==> config.mk <==
export PLATFORM = sky130hd
export DESIGN_NAME = jno_sequencer
export DESIGN_NICKNAME = d
export VERILOG_FILES = /design/src/rtl/jno_sequencer.sv
export SDC_FILE = /design/constraint.sdc
export NUM_CORES = 1
export LEC_CHECK = 0
export ABC_CLOCK_PERIOD_IN_PS = 1800
export BUFFER_PORTS_ARGS = -buffer_cell sky130_fd_sc_hd__buf_2
export CORE_MARGIN = 2
export CORE_UTILIZATION = 47
export CTS_CLUSTER_DIAMETER = 200
export CTS_CLUSTER_SIZE = 30
export DETAILED_ROUTE_END_ITERATION = 10
export PLACE_DENSITY = 0.73
export SYNTH_ARGS = -nofsm -noshare
export SYNTH_HDL_FRONTEND = slang
export SYNTH_SLANG_ARGS = --single-unit
==> constraint.sdc <==
create_clock -name clk -period 1.8 [get_ports clk]
set_input_delay 0.18 -clock clk [delete_from_list [all_inputs] [get_ports clk]]
set_output_delay 0.18 -clock clk [all_outputs]
set_load 0.01 [all_outputs]
==> src/rtl/jno_sequencer.sv <==
// Instruction sequencer: fetches over req/ack, issues opcode/operand, resolves JNO against the ALU zero flag.
// Optional macro PAPER_SEQ_BRANCH_COUNT_EN adds a saturating 16-bit taken-jump counter output.
module jno_sequencer #(
    parameter int PC_WIDTH    = 4,
    parameter int INSTR_WIDTH = 8
) (
    input  logic                   clk,
    input  logic                   reset,
    output logic [PC_WIDTH-1:0]    imem_addr,
    output logic                   imem_req,
    input  logic                   imem_ack,
    input  logic [INSTR_WIDTH-1:0] imem_data,
    input  logic                   zero_flag,
    input  logic                   stall,
    output logic [1:0]             instruct,
    output logic                   enabled,
    output logic [INSTR_WIDTH-3:0] operand,
    output logic                   instr_valid,
`ifdef PAPER_SEQ_BRANCH_COUNT_EN
    output logic                   halted,
    output logic [15:0]            branch_count
`else
    output logic                   halted
`endif
);

    typedef enum logic [1:0] {
        FETCH = 2'd0,
        ISSUE = 2'd1,
        HALT  = 2'd2
    } state_t;

    state_t                 state_r, next_state_s;
    logic [PC_WIDTH-1:0]    pc_r, pc_next_s, target_s;
    logic [INSTR_WIDTH-1:0] ir_r;
    logic                   ir_load_s, taken_s, enabled_s;
    logic                   imem_req_r, instr_valid_r, halted_r;

    assign target_s = ir_r[PC_WIDTH-1:0];

    // Next-state, next-pc and the combinational jump decision
    always_comb begin
        next_state_s = state_r;
        pc_next_s    = pc_r;
        ir_load_s    = 1'b0;
        taken_s      = 1'b0;
        enabled_s    = 1'b0;
        case (state_r)
            FETCH: begin
                // an ack is only honoured while our request is actually out
                if (imem_req_r && imem_ack) begin
                    ir_load_s    = 1'b1;
                    next_state_s = ISSUE;
                end else begin
                    next_state_s = FETCH;
                end
            end
            ISSUE: begin
                enabled_s = (ir_r[INSTR_WIDTH-1:INSTR_WIDTH-2] == 2'b11) && !zero_flag;
                if (stall) begin
                    next_state_s = ISSUE;
                end else if (enabled_s) begin
                    taken_s      = 1'b1;
                    pc_next_s    = target_s;
                    next_state_s = (target_s == pc_r) ? HALT : FETCH;
                end else begin
                    pc_next_s    = pc_r + {{(PC_WIDTH-1){1'b0}}, 1'b1};
                    next_state_s = FETCH;
                end
            end
            HALT: begin
                next_state_s = HALT;
            end
            default: begin
                next_state_s = FETCH;
            end
        endcase
    end

    // State, pc, instruction register and registered status outputs
    always_ff @(posedge clk or posedge reset) begin
        if (reset) begin
            state_r       <= FETCH;
            pc_r          <= {PC_WIDTH{1'b0}};
            ir_r          <= {INSTR_WIDTH{1'b0}};
            imem_req_r    <= 1'b0;
            instr_valid_r <= 1'b0;
            halted_r      <= 1'b0;
        end else begin
            state_r       <= next_state_s;
            pc_r          <= pc_next_s;
            if (ir_load_s) begin
                ir_r <= imem_data;
            end
            imem_req_r    <= (next_state_s == FETCH);
            instr_valid_r <= (next_state_s == ISSUE);
            halted_r      <= (next_state_s == HALT);
        end
    end

`ifdef PAPER_SEQ_BRANCH_COUNT_EN
    logic [15:0] branch_count_r;

    // Saturating count of taken jumps, self-jumps included
    always_ff @(posedge clk or posedge reset) begin
        if (reset) begin
            branch_count_r <= 16'h0000;
        end else if (taken_s && (branch_count_r != 16'hFFFF)) begin
            branch_count_r <= branch_count_r + 16'h0001;
        end
    end

    assign branch_count = branch_count_r;
`endif

    assign imem_addr   = pc_r;
    assign imem_req    = imem_req_r;
    assign instr_valid = instr_valid_r;
    assign halted      = halted_r;
    assign instruct    = ir_r[INSTR_WIDTH-1:INSTR_WIDTH-2];
    assign operand     = ir_r[INSTR_WIDTH-3:0];
    // enabled follows zero_flag live while an instruction is held in issue
    assign enabled     = enabled_s;

endmodule

== Word-level counts from Yosys, hierarchy flattened ==
Cells that the tools add are included.

* Bits in read-only memories: 0
* Bits in writable memories: 0
* Latch bits: 0
* Flip-flop bits (word level): 17
* Memories: 0

* Multiply operators: 0
* Reduce and logical (&&, ||, !) cells: 6
* $lt $le $gt $ge: 0
* Shifts and indexed selects: 0
* Eq/ne operators: 6
* Div/mod/pow operators: 0
* $add $sub $neg: 1
* Multiplexer cells: 9
* Bitwise gates (word level): 1

{| class="wikitable"
|+ Operators by type and width
! operator !! number
|-
| $eq A2 B2 Y1 const B || 3
|-
| $mux W2 || 3
|-
| $pmux W2 S3 || 1
|-
| $add A4 B1 Y4 const B || 1
|-
| $eq A2 B1 Y1 const B || 2
|-
| $eq A4 B4 Y1 || 1
|-
| $logic_not A2 Y1 || 2
|-
| $mux W1 || 4
|-
| $mux W4 || 1
|-
| $logic_and A1 B1 Y1 || 2
|-
| $reduce_and A2 Y1 || 1
|-
| $logic_not A1 Y1 || 1
|-
| $not A1 Y1 || 1
|}

== Depth between registers and ports, before layout ==
Gate-level depths: netlist (run 1).

* Depth after elaboration: 6
* Depth in mapped cells: 4
* Gate-level depth less buffers: 4

== Worst setup path before layout (run 1) ==
No wires, ideal clock.

* Kind: reg-to-reg
* Start: register state_r[1]
* End: register ir_r[0]
* Required time: 1.675 ns
* Cell stages (with the launch flop): 3
* Arrival: 1.219 ns
* Setup time: 0.125 ns
* Setup slack: 0.457 ns
* Clock period less this slack: 1.343 ns
* Path buffers: 0
* Cells stage by stage: dfrtp_1 nor3_2 mux2_2

* Longest elaborated chain between the ends: 2

{| class="wikitable"
|+ Ends and longest elaborated chain
! element !! line !! source
|-
| start: declaration || 33 || <nowiki>state_t state_r, next_state_s;</nowiki>
|-
| start signal: assignment || 90 || <nowiki>state_r <= next_state_s;</nowiki>
|-
| $logic_not A2 Y1 || 48 || <nowiki>case (state_r)</nowiki>
|-
| $mux W1 || 48 ||
|-
| end signal: assignment || 85 || <nowiki>ir_r <= {INSTR_WIDTH{1'b0}};</nowiki>
|-
| end signal: assignment || 93 || <nowiki>ir_r <= imem_data;</nowiki>
|-
| end: declaration || 35 || <nowiki>logic [INSTR_WIDTH-1:0] ir_r;</nowiki>
|}

Every way passes these cells.
A chain may end at the register's enable or synchronous reset.

== Worst setup path after layout (run 1) ==
* Start: register ir_r[6]
* End: output enabled

* Longest elaborated chain between the ends: 3

{| class="wikitable"
|+ Ends and longest elaborated chain
! element !! line !! source
|-
| $eq A2 B2 Y1 || 59 || <nowiki>enabled_s = (ir_r[INSTR_WIDTH-1:INSTR_WIDTH-2] == 2'b11) && !zero_flag;</nowiki>
|-
| $logic_and A1 B1 Y1 || 59 ||
|-
| $mux W1 || 48 ||
|-
| end: declaration || 16 || <nowiki>output logic enabled,</nowiki>
|}

Every way passes these cells.

==> results of run 1 <==
layout make-up:
cell class                      count  area share
Clock buffer                        3     0.02256
Clock inverter                      1    0.005013
Inverter                            5     0.01880
Multi-Input combinational cell     45      0.3496
Sequential cell                    17      0.4261
Tap cell                           16     0.02005
Timing Repair Buffer               30      0.1579
path summary, 6_finish.rpt:
path / startpoint / cells after the start / slack [ns] / endpoint
max in group asynchronous: reset / 3 / 0.87 / imem_addr[2]
min: imem_data[1] / 2 / 0.12 / ir_r[1]
min in group asynchronous: reset / 3 / 0.53 / instr_valid
max: ir_r[6] / 3 / 0.35 / enabled
max reg2reg: state_r[1] / 3 / 0.45 / imem_req
min reg2reg: ir_r[4] / 1 / 0.52 / ir_r[4]
logic make-up (layout without fill, tap and decap cells):
| group | Yosys count | count (layout) |
|---|---|---|
| buf+inv | 5 | 39 |
| simple gates | 20 | 20 |
| mux | 10 | 10 |
| xor+xnor | 4 | 4 |
| compound gates | 10 | 10 |
| flops | 17 | 17 |
| fa+ha+maj | 1 | 1 |
registers in the layout, summed over array words and instances (netlist names):
name         cells
imem_req         1
ir_r             8
instr_valid      1
imem_addr        4
state_r          2
halted           1
power by group through the flow:
stage,Sequential [uW],Combinational [uW],Clock [uW]
5_1_grt,382,26.4,221
3_3_place_gp,389,21.0,0
4_1_cts,382,23.5,210
6_report,382,22.6,200
3_5_place_dp,389,21.9,0
2_1_floorplan,389,6.51,0
through the flow:
step           setup slack, ns  hold WS, ns  std cells
6_report                0.3543       0.1217        117
5_1_grt                 0.2779       0.1094        117
4_1_cts                 0.3386       0.1101        117
3_5_place_dp            0.4515       0.3075        112
3_3_place_gp            0.4815       0.2957        112
2_1_floorplan           0.4566       0.1061         67
cell usage after synthesis (all sizes together):
library cell | n | share of area
nor3b | 1 | 0.016
and3b | 2 | 0.022
dfrtp | 17 | 0.54
a21oi | 1 | 0.0063
a31oi | 1 | 0.0079
nand2 | 5 | 0.024
a221o | 1 | 0.013
mux2i | 2 | 0.025
nand2b | 1 | 0.0079
and3 | 1 | 0.0079
o21ai | 4 | 0.025
xnor2 | 4 | 0.044
nor2 | 2 | 0.0095
a2bb2oi | 1 | 0.011
inv | 5 | 0.024
ha | 1 | 0.016
nand3b | 1 | 0.0095
a22oi | 1 | 0.0095
or3b | 1 | 0.011
and2 | 1 | 0.0079
mux2 | 8 | 0.11
o211a | 1 | 0.013
nor3 | 2 | 0.019
nand3 | 1 | 0.0063
nand4 | 2 | 0.016
routing by layer:
layer	track usage	wire length, um	vias up
met3	0.02400	90	2
met4	0.1059	9	0
met1	0.2545	704	309
met2	0.2800	747	20
met5	0	0	-
li1	-	-	308
critical path, stage by stage, from the launching register on:
cell and delay [ns]:
dfrtp_1 0.41, and3b_1 0.25, and3_1 0.19, buf_2 0.13
==> flow_metrics.env, run 1 <==
export IMPL_die_h_um=45.08
export IMPL_setup_violations=0
export IMPL_htree_levels=1
export IMPL_post_cts_resized=0
export IMPL_p_clk_frac=0.331
export IMPL_worstMarginPinSlew_ns=0.6388
export IMPL_p_sw_uw=128.8
export IMPL_crit_fanout=5
export IMPL_hold_violations=0
export IMPL_cp_end_kind="primary output"
export IMPL_layout_area_seq_um2=425.4
export IMPL_grt_pass1_wl_mm=2.649
export IMPL_antenna_cells=0
export IMPL_fin_area_um2=998.5
export IMPL_finalPower_uw=604.0
export IMPL_cts_setup_buffers=0
export IMPL_period_needed_ns=1.446
export IMPL_numPortBuffers=28
export IMPL_ctsHoldBuffers=1
export IMPL_die_w_um=45.08
export IMPL_cts_made_buffers=3
export IMPL_gp_congestion=0.8126
export IMPL_io_pins=29
export IMPL_combinationalPowerShare=0.037
export IMPL_synth_xor_area_share=0.04416
export IMPL_die_area_mm2=0.002032
export IMPL_finalCritPeriodShare=0.8032
export IMPL_fp_row_count=14
export IMPL_multiInputGateArea_um2=349.1
export IMPL_slew_viol_final=0
export IMPL_synth_simple_area_share=0.1562
export IMPL_synth_seq_cells=17
export IMPL_avgSynthCellArea_um2=11.84
export IMPL_vias_per_cell=5.462
export IMPL_path_clk_slew_ns=0.10
export IMPL_finalNetCount=116
export IMPL_status="finished clean"
export IMPL_yosys_area_share_adder=0.01577
export IMPL_path_class="register to primary output"
export IMPL_ys_seq_area_frac=0.5363
export IMPL_dr_total_vias=639
export IMPL_fill_cells=141
export IMPL_yosysUniqueCellTypes=26
export IMPL_p_int_uw=475.2
export IMPL_vdd_ir_drop_max_mv=0.5465
export IMPL_yosysWarningCount=0
export IMPL_syn_nets=81
export IMPL_grt_use_total=0.1849
export IMPL_placed_area_um2=960.9
export IMPL_clk_latency_ns=0.28
export IMPL_synthMuxAreaShare=0.1388
export IMPL_grt_remaining_overflow=0
export IMPL_cts_sinks=17
export IMPL_syn2layout_area_growth_pct=25.87
export IMPL_final_util=0.6477
export IMPL_worst_ep_arrival_time_ns=1.27
export IMPL_drt_iter0_drc=6
export IMPL_drc=0
export IMPL_hp_class="input pin to register"
export IMPL_antenna_left=0
export IMPL_layout_commonest_cell="buf_2"
export IMPL_synth_compound_area_frac=0.08517
export IMPL_grt_pass1_vias=613
export IMPL_max_freq_mhz=691.7
export IMPL_p_sw_frac=0.2132
export IMPL_tns_ns=0
export IMPL_post_drt_wl_per_cell_um=13.26
export IMPL_initial_core_util=0.5146
export IMPL_dr_pass1_iters=3
export IMPL_rsz0062_at_grt="false"
export IMPL_drt_total_wl_mm=1.551
export IMPL_final_cell_mix="buf_2 (28), dfrtp_1 (17), mux2_2 (8)"
export IMPL_synthCells=67
export IMPL_relSlewSlack=0.5737
export IMPL_hpwl_mm=1.214
export IMPL_synth_top_family_by_area="simple AND/OR/NAND/NOR gates"
export IMPL_skew_ns=0.002496
export IMPL_worstPathRequired_ns=1.62
export IMPL_cts_tree="done"
export IMPL_power_frac_seq=0.632
export IMPL_core_area_mm2=0.001541
export IMPL_clk_path_buf_depth=2
export IMPL_power_leakage_uw=0.0005634
export IMPL_power_density_mw_per_mm2=604.9
export IMPL_cts_root_buf="clkbuf_4"
export IMPL_drive_above_1_share=0.4257
export IMPL_cp_start_kind="register"
export IMPL_antenna_found_initial=0
export IMPL_grt_max_degree=18
export IMPL_maxCapViolations=0
export IMPL_syn_area_um2=793.3
No activity file was read; power rests on OpenSTA's default activity.
==> run 2, diff against run 1 <==
==> config.mk (replaced) <==
export PLATFORM = sky130hd
export DESIGN_NAME = jno_sequencer
export DESIGN_NICKNAME = d
export VERILOG_FILES = /design/src/rtl/jno_sequencer.sv
export SDC_FILE = /design/constraint.sdc
export NUM_CORES = 1
export LEC_CHECK = 0
export ABC_CLOCK_PERIOD_IN_PS = 1160
export BUFFER_PORTS_ARGS = -buffer_cell sky130_fd_sc_hd__buf_2
export CORE_MARGIN = 2
export CORE_UTILIZATION = 42
export CTS_CLUSTER_DIAMETER = 200
export CTS_CLUSTER_SIZE = 30
export DETAILED_ROUTE_END_ITERATION = 10
export PLACE_DENSITY = 0.69
export SYNTH_ARGS = -nofsm -noshare
export SYNTH_HDL_FRONTEND = slang
export SYNTH_SLANG_ARGS = --single-unit
==> constraint.sdc (replaced) <==
create_clock -name clk -period 1.16 [get_ports clk]
set_input_delay 0.116 -clock clk [delete_from_list [all_inputs] [get_ports clk]]
set_output_delay 0.116 -clock clk [all_outputs]
set_load 0.01 [all_outputs]
==> run 2 against run 1 <==
Against the previous run:
- the flow now finishes with violations (setup timing)
- clock-buffer cell count unchanged
- cell count increased by 21%
- worst setup slack got worse by 0.52 ns
- non-clock buffer count is 16 higher
- hold slack got worse by 0.087 ns
- register-to-register slack got worse by 0.60 ns
- core utilization up 7.6 points
- sequential power rose by 55%
- total power grew 60%
- combinational power is 81% higher
- wire length rose by 28%
- global-route usage grew 2.0 points
- critical path type unchanged
- largest cell class unchanged
==> flow_metrics.env, run 2 (synthesis gave the netlist of run 1 again) <==
export IMPL_rsz0062_at_grt="true"
export IMPL_clk_path_buf_depth=2
export IMPL_path_clk_slew_ns=0.11
export IMPL_hpwl_mm=1.302
export IMPL_cts_root_buf="clkbuf_4"
export IMPL_place_inst=131
export IMPL_hp_class="input pin to register"
export IMPL_grt_pass1_wl_mm=3.070
export IMPL_p_int_uw=741.0
export IMPL_core_area_mm2=0.001745
export IMPL_vdd_ir_drop_max_mv=0.7983
export IMPL_slew_viol_final=0
export IMPL_p_clk_frac=0.345
export IMPL_path_common_cell="buf_6"
export IMPL_clk_latency_ns=0.30
export IMPL_htree_levels=1
export IMPL_skew_ns=0.01058
export IMPL_relSlewSlack=0.8242
export IMPL_antenna_cells=0
export IMPL_path_cells="buf_6, inv_4, and3_4, buf_6"
export IMPL_crit_slowest_cell="dfrtp_2"
export IMPL_dr_total_vias=712
export IMPL_grt_use_total=0.2054
export IMPL_layout_setup_ws_ns=-0.1634
export IMPL_maxUsedRoutingLayer="met4"
export IMPL_layout_commonest_cell="buf_2"
export IMPL_antenna_left=0
export IMPL_final_util=0.7240
export IMPL_p_sw_frac=0.2334
export IMPL_io_pins=29
export IMPL_power_leakage_uw=0.0006705
export IMPL_grt_pass1_vias=694
export IMPL_finalCritPeriodShare=1.141
export IMPL_cp_end_kind="primary output"
export IMPL_die_area_mm2=0.002252
export IMPL_hold_violations=0
export IMPL_setup_violations=16
export IMPL_drive_above_1_share=0.5897
export IMPL_final_cell_mix="buf_2 (25), dfrtp_1 (15), buf_4 (10)"
export IMPL_dr_wl_met3_um=85
export IMPL_drt_iter0_drc=15
export IMPL_post_drt_wl_per_cell_um=13.97
export IMPL_worstPathRequired_ns=1.04
export IMPL_drc=0
export IMPL_numPortBuffers=28
export IMPL_combinationalPowerShare=0.042
export IMPL_period_needed_ns=1.323
export IMPL_dr_wl_met2_um=954
export IMPL_worstMarginPinSlew_ns=0.2637
export IMPL_finalNetCount=132
export IMPL_cts_made_buffers=3
export IMPL_maxCapViolations=0
export IMPL_antenna_found_initial=0
export IMPL_failed_checks="setup timing"
export IMPL_dr_pass1_iters=4
export IMPL_wl_met1_um=891
export IMPL_vias_per_cell=5.014
export IMPL_power_frac_seq=0.613
export IMPL_largest_reg_flops=8
export IMPL_fin_area_mm2=0.001264
export IMPL_finalPower_uw=966.6
export IMPL_placed_area_mm2=0.001069
export IMPL_path_class="register to primary output"
export IMPL_die_w_um=47.46
export IMPL_cts_tree="done"
export IMPL_syn2layout_area_growth_pct=59.31
export IMPL_cp_start_kind="register"
export IMPL_gp_congestion=0.8139
export IMPL_fp_row_count=15
export IMPL_grt_remaining_overflow=0
export IMPL_die_h_um=47.46
export IMPL_instances_no_fill=142
export IMPL_cts_sinks=17
export IMPL_regMostFlops="ir_r"
export IMPL_status="finished, violations left"
export IMPL_p_sw_uw=225.6
export IMPL_max_stage_delay_ns=0.47
export IMPL_crit_fanout=4
export IMPL_drt_total_wl_mm=1.984
export IMPL_power_density_mw_per_mm2=764.9
export IMPL_worst_ep_arrival_time_ns=1.21
export IMPL_grt_max_degree=18
export IMPL_dpl_worst_slack_ns=-0.1426
export IMPL_initial_core_util=0.4545
export IMPL_max_freq_mhz=755.6
run 2: cell count changes in the layout (fill, tap and decap cells not counted), moves of 2 or more:
cell     delta
buf_4       +9
buf_6       +9
mux2_2      -8
mux2_4      +8
o21ai_0     -4
buf_2       -3
o21ai_1     +3
dfrtp_1     -2
dfrtp_2     +2
run 2: layout make-up:
cell class | count | area [um2]
repair buffers | 46 | 331.6
clock inverters | 1 | 5.005
well taps | 25 | 31.28
fillers | 133 | 481.7
flip-flops and latches | 17 | 427.9
clock buffers | 3 | 22.52
inverters | 5 | 21.27
multi-input cells | 45 | 424.2
run 2: metrics by stage:
step	TNS (ns)	hold WS, ns
global placement	-0.8544	0.1362
floorplan	-0.8770	0.04207
global route	-2.395	0.03525
finish	-1.499	0.03495
CTS	-1.522	0.02567
detailed placement	-0.9935	0.1408
run 2: worst max-delay path, delay by kind of cell, from the launching register on:
kind          cells  cell delay (ns)
flops             1             0.47
buf+inv           3             0.27
simple gates      1             0.17
run 2: power by group through the flow:
stage | Clock [uW] | Sequential [uW] | Combinational [uW]
6_report | 334 | 592 | 40.8
5_1_grt | 353 | 592 | 45.3
4_1_cts | 342 | 592 | 40.7
3_5_place_dp | 0 | 604 | 37.0
3_3_place_gp | 0 | 604 | 35.5
2_1_floorplan | 0 | 604 | 10.1
run 2: per-layer routing:
layer | GRT usage | up-vias
li1 | - | 341
met1 | 0.2871 | 342
met2 | 0.2919 | 23
met3 | 0.03019 | 6
met4 | 0.1444 | 0
met5 | 0 | -
run 2: timing repair:
action | 4_1_cts | 5_1_grt
hold buffers | 1 | 0
pin swaps | 7 | 9
endpoints found under the hold margin | 17 | 0
gates cloned | 0 | 0
resized for setup | 25 | 8
buffers inserted | 5 | 1
setup endpoints to repair | 15 | 20
run 2: final timing paths:
path / startpoint / endpoint / slack, ns / cells after the start
setup reg to reg: state_r[1] / imem_addr[0] / -0.15 / 2
setup / recovery: state_r[1] / enabled / -0.16 / 4
max in group asynchronous: reset / state_r[1] / 0.59 / 4
min in group asynchronous: reset / ir_r[5] / 0.36 / 4
hold / removal: imem_data[4] / ir_r[4] / 0.03 / 2
hold reg to reg: ir_r[4] / ir_r[4] / 0.52 / 1
